--- config.mk ---
export PLATFORM = sky130hd
export DESIGN_NAME = sha256_compress
export DESIGN_NICKNAME = d
export VERILOG_FILES = /design/src/rtl/sha256_compress.sv
export SDC_FILE = /design/constraint.sdc
export NUM_CORES = 2
export LEC_CHECK = 0
export CAP_MARGIN = 20
export CORE_ASPECT_RATIO = 1.25
export CORE_UTILIZATION = 49
export CTS_CLUSTER_DIAMETER = 50
export DETAILED_ROUTE_END_ITERATION = 6
export GPL_TIMING_DRIVEN = 0
export PLACE_DENSITY = 0.68
export RECOVER_POWER = 50
export SYNTH_ARGS = -nofsm -noshare
export SYNTH_HDL_FRONTEND = slang
export SYNTH_SLANG_ARGS = --single-unit
--- constraint.sdc ---
create_clock -name clk -period 10 [get_ports clk]
set_input_delay 1 -clock clk [delete_from_list [all_inputs] [get_ports clk]]
set_output_delay 1 -clock clk [all_outputs]
set_load 0.05 [all_outputs]
--- src/rtl/sha256_compress.sv ---
// SHA-256 compression core: one schedule word per accepted handshake, 64 rounds, then a chaining update.
// Optional build macro SHA256_BLOCK_CNT_EN adds a per-message completed-block counter output (blk_cnt).
module sha256_compress #(
  parameter logic [255:0] H_INIT = 256'h6a09e667bb67ae853c6ef372a54ff53a510e527f9b05688c1f83d9ab5be0cd19
) (
  input  logic         clk,
  input  logic         rst,
  input  logic [31:0]  w_in,
  input  logic         w_valid,
  output logic         w_ready,
  input  logic         msg_first,
  input  logic         last_block,
  output logic         busy,
  output logic [255:0] digest,
  output logic         digest_valid
`ifdef SHA256_BLOCK_CNT_EN
  ,
  output logic [31:0]  blk_cnt
`endif
);

  typedef enum logic [1:0] {S_IDLE = 2'd0, S_ROUND = 2'd1, S_UPDATE = 2'd2} state_e;

  localparam logic [0:63][31:0] K_ROM = {
    32'h428a2f98, 32'h71374491, 32'hb5c0fbcf, 32'he9b5dba5, 32'h3956c25b, 32'h59f111f1, 32'h923f82a4, 32'hab1c5ed5,
    32'hd807aa98, 32'h12835b01, 32'h243185be, 32'h550c7dc3, 32'h72be5d74, 32'h80deb1fe, 32'h9bdc06a7, 32'hc19bf174,
    32'he49b69c1, 32'hefbe4786, 32'h0fc19dc6, 32'h240ca1cc, 32'h2de92c6f, 32'h4a7484aa, 32'h5cb0a9dc, 32'h76f988da,
    32'h983e5152, 32'ha831c66d, 32'hb00327c8, 32'hbf597fc7, 32'hc6e00bf3, 32'hd5a79147, 32'h06ca6351, 32'h14292967,
    32'h27b70a85, 32'h2e1b2138, 32'h4d2c6dfc, 32'h53380d13, 32'h650a7354, 32'h766a0abb, 32'h81c2c92e, 32'h92722c85,
    32'ha2bfe8a1, 32'ha81a664b, 32'hc24b8b70, 32'hc76c51a3, 32'hd192e819, 32'hd6990624, 32'hf40e3585, 32'h106aa070,
    32'h19a4c116, 32'h1e376c08, 32'h2748774c, 32'h34b0bcb5, 32'h391c0cb3, 32'h4ed8aa4a, 32'h5b9cca4f, 32'h682e6ff3,
    32'h748f82ee, 32'h78a5636f, 32'h84c87814, 32'h8cc70208, 32'h90befffa, 32'ha4506ceb, 32'hbef9a3f7, 32'hc67178f2
  };

  function automatic logic [31:0] big_sigma0(input logic [31:0] x);
    return {x[1:0], x[31:2]} ^ {x[12:0], x[31:13]} ^ {x[21:0], x[31:22]};
  endfunction

  function automatic logic [31:0] big_sigma1(input logic [31:0] x);
    return {x[5:0], x[31:6]} ^ {x[10:0], x[31:11]} ^ {x[24:0], x[31:25]};
  endfunction

  state_e            state_q, state_d;
  logic [5:0]        t_q, t_d;
  logic [0:7][31:0]  h_q, h_d;    // chaining value, H0 first
  logic [0:7][31:0]  wv_q, wv_d;  // working variables a..h
  logic              dv_q, dv_d;
  logic              last_q, last_d;
  logic              accept_s;
  logic [0:7][31:0]  src_s, rnd_s;
  logic [31:0]       t1_s, t2_s;

  assign w_ready      = (state_q != S_UPDATE);
  assign busy         = (t_q != 6'd0) || (state_q == S_UPDATE);
  assign digest       = h_q;
  assign digest_valid = dv_q;
  assign accept_s     = w_valid && w_ready;

  // Round 0 starts from the chaining value directly, so the block needs no separate load cycle.
  always_comb begin
    if (state_q == S_IDLE) begin
      src_s = msg_first ? H_INIT : h_q;
    end else begin
      src_s = wv_q;
    end
    t1_s  = src_s[7] + big_sigma1(src_s[4]) + ((src_s[4] & src_s[5]) ^ (~src_s[4] & src_s[6]))
          + K_ROM[t_q] + w_in;
    t2_s  = big_sigma0(src_s[0]) + ((src_s[0] & src_s[1]) ^ (src_s[0] & src_s[2]) ^ (src_s[1] & src_s[2]));
    rnd_s = {t1_s + t2_s, src_s[0], src_s[1], src_s[2], src_s[3] + t1_s, src_s[4], src_s[5], src_s[6]};
  end

  always_comb begin
    state_d = state_q;
    t_d     = t_q;
    h_d     = h_q;
    wv_d    = wv_q;
    dv_d    = dv_q;
    last_d  = last_q;
    case (state_q)
      S_IDLE: begin
        if (accept_s) begin
          wv_d    = rnd_s;
          t_d     = 6'd1;
          state_d = S_ROUND;
          last_d  = last_block;
          dv_d    = 1'b0;
          if (msg_first) begin
            h_d = H_INIT;
          end else begin
            h_d = h_q;
          end
        end else begin
          state_d = S_IDLE;
        end
      end
      S_ROUND: begin
        if (accept_s) begin
          wv_d = rnd_s;
          t_d  = t_q + 6'd1;
          if (t_q == 6'd63) begin
            state_d = S_UPDATE;
          end else begin
            state_d = S_ROUND;
          end
        end else begin
          state_d = S_ROUND;
        end
      end
      S_UPDATE: begin
        for (int i = 0; i < 8; i++) begin
          h_d[i] = h_q[i] + wv_q[i];
        end
        if (last_q) begin
          dv_d = 1'b1;
        end else begin
          dv_d = dv_q;
        end
        state_d = S_IDLE;
      end
      default: begin
        state_d = S_IDLE;
        t_d     = 6'd0;
      end
    endcase
  end

  always_ff @(posedge clk or negedge rst) begin
    if (!rst) begin
      state_q <= S_IDLE;
      t_q     <= 6'd0;
      h_q     <= H_INIT;
      wv_q    <= '0;
      dv_q    <= 1'b0;
      last_q  <= 1'b0;
    end else begin
      state_q <= state_d;
      t_q     <= t_d;
      h_q     <= h_d;
      wv_q    <= wv_d;
      dv_q    <= dv_d;
      last_q  <= last_d;
    end
  end

`ifdef SHA256_BLOCK_CNT_EN
  logic [31:0] cnt_q, cnt_d;

  // Count completed blocks of the current message; a new message restarts the count.
  always_comb begin
    cnt_d = cnt_q;
    if ((state_q == S_IDLE) && accept_s && msg_first) begin
      cnt_d = 32'd0;
    end else if (state_q == S_UPDATE) begin
      cnt_d = cnt_q + 32'd1;
    end else begin
      cnt_d = cnt_q;
    end
  end

  always_ff @(posedge clk or negedge rst) begin
    if (!rst) begin
      cnt_q <= 32'd0;
    end else begin
      cnt_q <= cnt_d;
    end
  end

  assign blk_cnt = cnt_q;
`endif

endmodule

Yosys cells after proc, flatten, opt, wreduce, memory -nomap -nowiden
Memory sizes are Yosys's and may differ from the RTL's. Index checks and enable logic that the tools add are counted.

Add/sub/neg operators: 16. Magnitude comparators: 1. Eq/ne operators: 7. Muxes and demuxes: 16. Bitwise logic cells: 15. Reduce and logical (&&, ||, !) cells: 11.

Operator list (number): $mux 256 (3); $pmux 256 s2 (1); $add 32x32->32 (15); $xor 32x32->32 (7); $and 32x32->32 (5); $mux 32 (2); $not 32->32 (1); $pmux 6 s3 (1); $mux 6 (2); $ne 2x2->1 const B (4); $ge 7x7->1 const B (1); $not 6->7 (1); $add 6x1->6 const B (1); $eq 6x6->1 const B (1); $reduce_and 2->1 (3); $reduce_and 3->1 (2); $reduce_bool 6->1 (1); $mux 2 (2); $pmux 2 s2 (1); $mux 1 (3); $eq 2x1->1 const B (1); $eq 2x2->1 const B (1); $logic_not 2->1 (1); $pmux 1 s2 (1); other kinds (5) (5).

Flip-flop bits (word level): 522. ROM bits: 2048. Bits of input ports: 37. Output and inout bits: 259. Word-level logic and storage cells: 87. Memories kept: 1.

Memory list: (no name shown) (depth 64, bits a word 32, rd ports 1, clocked after memory_dff 0, write ports 0, RTL line 67) `+ K_ROM[t_q] + w_in;`.

Logic depth before layout (Yosys ltp)
Depth after elaboration: 9. Gate-level depth with buffers: 42. Gate-level depth less buffers: 35.

Worst setup path before layout
No wires, ideal clock.

Kind: input-to-reg. Start: in msg_first. End: reg wv_q[252] in the netlist's numbering. Library setup time: 120 ps. Arrival: 9054 ps. Data required time: 9880 ps. Setup slack: 825 ps. Cell stages on the path: 36. Path buffers: 5. Cell sequence: clkbuf_1 clkbuf_1 clkbuf_1 clkbuf_1 clkbuf_1 nor3b_1 a21oi_1 xor2_1 xnor2_1 fa_1 inv_1 fa_1 fa_1 inv_1 ha_1 fa_1 a21o_1 a31oi_1 nor3_1 nor2_1 o21bai_1 a21oi_1 xnor2_1 fa_1 ha_1 a21o_1 a21oi_1 o21ai_0 a21oi_1 o41a_1 o21ai_0 a21boi_0 a31oi_1 o21a_1 or3_1 a31o_2.

Cells in the longest elaborated chain, start to end: 9. Elaborated cells on any way between the ends: 21. Classes of those cells: 6 x add/sub; 2 x mux; 13 x bitwise.

RTL lines: start: declaration (RTL line 11) `input logic msg_first,`; $mux 256 (*); $mux 256 (*) (RTL line 61) `if (state_q == S_IDLE) begin`; $xor 32x32->32 or $not 32->32 (tied branches) (RTL line 40, 66); $xor 32x32->32 or $and 32x32->32 (tied branches) (RTL line 40, 66); $add 32x32->32 or $xor 32x32->32 (tied branches) (RTL line 66) `t1_s = src_s[7] + big_sigma1(src_s[4]) + ((src_s[4] & src_s[5]) ^ (~src_s[4] & src_s[6]))`; $add 32x32->32 (RTL line 66); $add 32x32->32 (2 in a row) (RTL line 67); $add 32x32->32 (*) (RTL line 69) `rnd_s = {t1_s + t2_s, src_s[0], src_s[1], src_s[2], src_s[3] + t1_s, src_s[4], src_s[5], src_s[6]};`; end signal: assignment (RTL line 139) `wv_q <= wv_d;`; end: declaration (RTL line 46) `logic [0:7][31:0] wv_q, wv_d;`.

Mark *: on every way between the ends. The rest lies on a longest branch, timed or not. A chain may end at the register's enable or synchronous reset.

Final worst setup path
Start: reg t_q[2]. End: reg wv_q[253] in the netlist's numbering.

Cells in the longest elaborated chain, start to end: 7.

RTL lines: start: declaration (RTL line 44) `logic [5:0] t_q, t_d;`; start signal: assignment (RTL line 137) `t_q <= t_d;`; $not 6->7 (not written as such) (RTL line 67); $mem_v2 64x32; $mux 32 (not written as such) (2 in a row) (RTL line 67); $add 32x32->32 (2 in a row) (RTL line 67); $add 32x32->32 (RTL line 69).

Every way passes these cells. The select of a mux whose other input is x is not followed.

==> out/results.ini <==
[yosys]
synthMuxAreaShare_pct=1.49
yosysWarnings=0
netlist_area_um2=45700
yosys-top-cells-count=nand2_1, o21ai_0, a21oi_1
synth_seq_area_share_pct=28.9
synth-compound-area-share_pct=23.9
synth_fp_nets=6024
synth-adder-area-share_pct=16.5
yosysMostFrequentCell=nand2_1
ys.flop_type=dfrtp_1
synthSimpleGateAreaFrac_pct=16.7
synth_top_area_cell=dfrtp_1
synth_edf_count=0
synth_top_area_share_pct=21.1
synth.area.top_cells=dfrtp_1, ha_1, dfstp_2, o21ai_0, fa_1
syn_avg_cell_area_um2=8.33
async_flop_share_pct=100
synth-xor-area-share_pct=8.08
synth_top_family_by_area=compound AO/OA/AOI/OAI gates
ys_types=94
syn_inst=5489
ys_seq_elements=522

[routing]
ant_nets=0
drt-initial-drc-count=5975
viasPerCell=6.58
routedWlPerCell_um=31.4
vias=47100
dr.pass1.iters=7
drc=1
wl_mm=225

[clocking]
cts_tree=done
cts_buffer_depth=3
cts_made_buffers=76
cts-root-buf=clkbuf_16
htreeDepth=3
clkTransAtPathRegs_ns=0.06
clk_latency_ns=0.68
cts_hold_buf=0
cts.sinks=522

[global_route]
antenna_found_initial=13
grt-ovfl-total=0
grtUsageTotal_pct=47.3
grt_pass1_wl_mm=318
grt_pass1_vias=44700
grt_max_degree=113

[finish]
fin_area_um2=53800
fin_util_pct=58.5
final-instance-count-excl-fill=7165
fillers=8490
area_growth_pct=17.7
drive_gt1_share_pct=8.52
nets=6435

[setup_path]
rr_endpoint=wv_q[253]$_DFFE_PN0P_
rr_startpoint=t_q[2]$_DFFE_PN0P_
crit_arrival_ns=10.40
critPathSlowestCell=o311ai_0
start_kind=flip-flop
crit_start=t_q[2]$_DFFE_PN0P_
critical_path_class=flip-flop to flip-flop
reg2reg_depth=26
crit_required_ns=10.50
rrSetupSlack_ns=0.11
crit_path_end_kind=flip-flop
max_stage_delay_ns=0.91
cp_max_fo=24

[die]
pin_count=296
fp.dieW_um=275
std_cell_rows=124
die-area_um2=94500
initial_utilization_pct=49.7
core_region_area_um2=92000
die_h_um=343

[timing]
skew_ns=0.0380
min_period_ns=9.89
fmax_mhz=101
maxSlewHeadroom_pct=-303
worst_pin_slew_ns=6.05
setup_violations=0
hold_viol=0
finalCritPeriodShare_pct=98.9
drv_slew=465

[place]
port_buffers=295
gp_congestion=1.11
dpl.hpwl_mm=175
placed_area_um2=50600
place_inst=7011

[worst_hold_path]
min_path_cells=2
min_to=wv_q[189]$_DFFE_PN0P_
hp-class=flip-flop to flip-flop
min_from=wv_q[189]$_DFFE_PN0P_

[status]
failed_checks=design-rule violations, max-capacitance violations, max-slew violations
outcome=finished, violations left

[flow_run]
cap_violations=6

## worst max-delay path, delay by kind of cell (launching register included)
kind                     cells  cell delay (ns)
buffers and inverters        3             1.62
AND/OR/NAND/NOR              3             0.38
flip-flops                   1             0.69
adder cells (fa/ha/maj)      5             2.57
XOR/XNOR                     2             0.58
AO/OA/AOI/OAI               13             3.87
## what timing repair did
item,in CTS,in global routing
setup buffers,3,1
endpoints found under the setup margin,56,18
cloned,0,0
pin swaps,1,4
gates resized for setup,109,71
## area by class of cell
cell class,count,area [um2],share of cell area [%]
clock buffer,96,2090,3.88
tap,1197,1500,2.78
timing repair buffer,338,3380,6.28
buffer,264,1170,2.17
multi-input combinational,4428,30800,57.3
antenna,6,15.0,0.0279
sequential,522,13200,24.6
clock inverter,44,556,1.03
inverter,270,1010,1.88
## state kept, by name, summed over array words and instances (netlist names)
register and flops:
last_q 1, digest_valid 1, wv_q 256, t_q 6, state_q 2, digest 256
## cell usage in the layout (no fill, tap or decap), types with 69 or more instances in the layout
cell type	n
dlygate4sd3_1	118
clkbuf_16	77
nor2_1	328
xnor2_1	213
xor2_1	188
a21oi_1	478
inv_1	269
o21ai_0	648
dfstp_2	135
dfrtp_1	386
nor3b_1	98
fa_1	128
a21o_1	125
clkdlybuf4s50_1	175
nand2_1	653
nor3_1	82
or3_1	121
ha_1	369
nand3_1	69
clkbuf_1	190
## cell families (layout without fill, tap and decap cells)
logic type / Yosys count / in the layout
muxes: 62 / 62
buffers and inverters: 539 / 1012
DFF: 522 / 522
other: 0 / 6
adders and majority gates: 531 / 531
AOI/OAI and AO/OA: 1807 / 1807
and+or+nand+nor: 1610 / 1610
xor gates and xnor gates: 418 / 418
## how the worst max path moves through the flow
| stage | end | slack, ns |
|---|---|---|
| floorplan | wv_q[252]$_DFFE_PN0P_ | 0.83 |
| global placement | digest[231]$_DFFE_PN0P_ | -16.24 |
| detailed placement | wv_q[253]$_DFFE_PN0P_ | -3.97 |
| CTS | wv_q[253]$_DFFE_PN0P_ | 0.0007 |
| global route | wv_q[253]$_DFFE_PN0P_ | -0.008 |
| finish | wv_q[253]$_DFFE_PN0P_ | 0.11 |
## metal layers
metal  wire, um  global-route usage, %
met4      25200                   41.7
met2      96000                   71.2
met3      23900                   12.4
met1      80100                   55.5
met5         64                      0
## per-stage QoR
step | setup WS [ns] | setup TNS (ns) | hold WS [ns]
5_1_grt | -0.00829 | -0.00829 | 0.529
3_3_place_gp | -16.24 | -7631.43 | 0.488
3_5_place_dp | -3.97 | -147.04 | 0.495
6_report | 0.107 | 0 | 0.506
2_1_floorplan | 0.825 | 0 | 0.470
4_1_cts | 0.000703 | 0 | 0.418
Power is not shown: default switching activity piles up to over one toggle a cycle in this logic, so the estimate is an artifact.
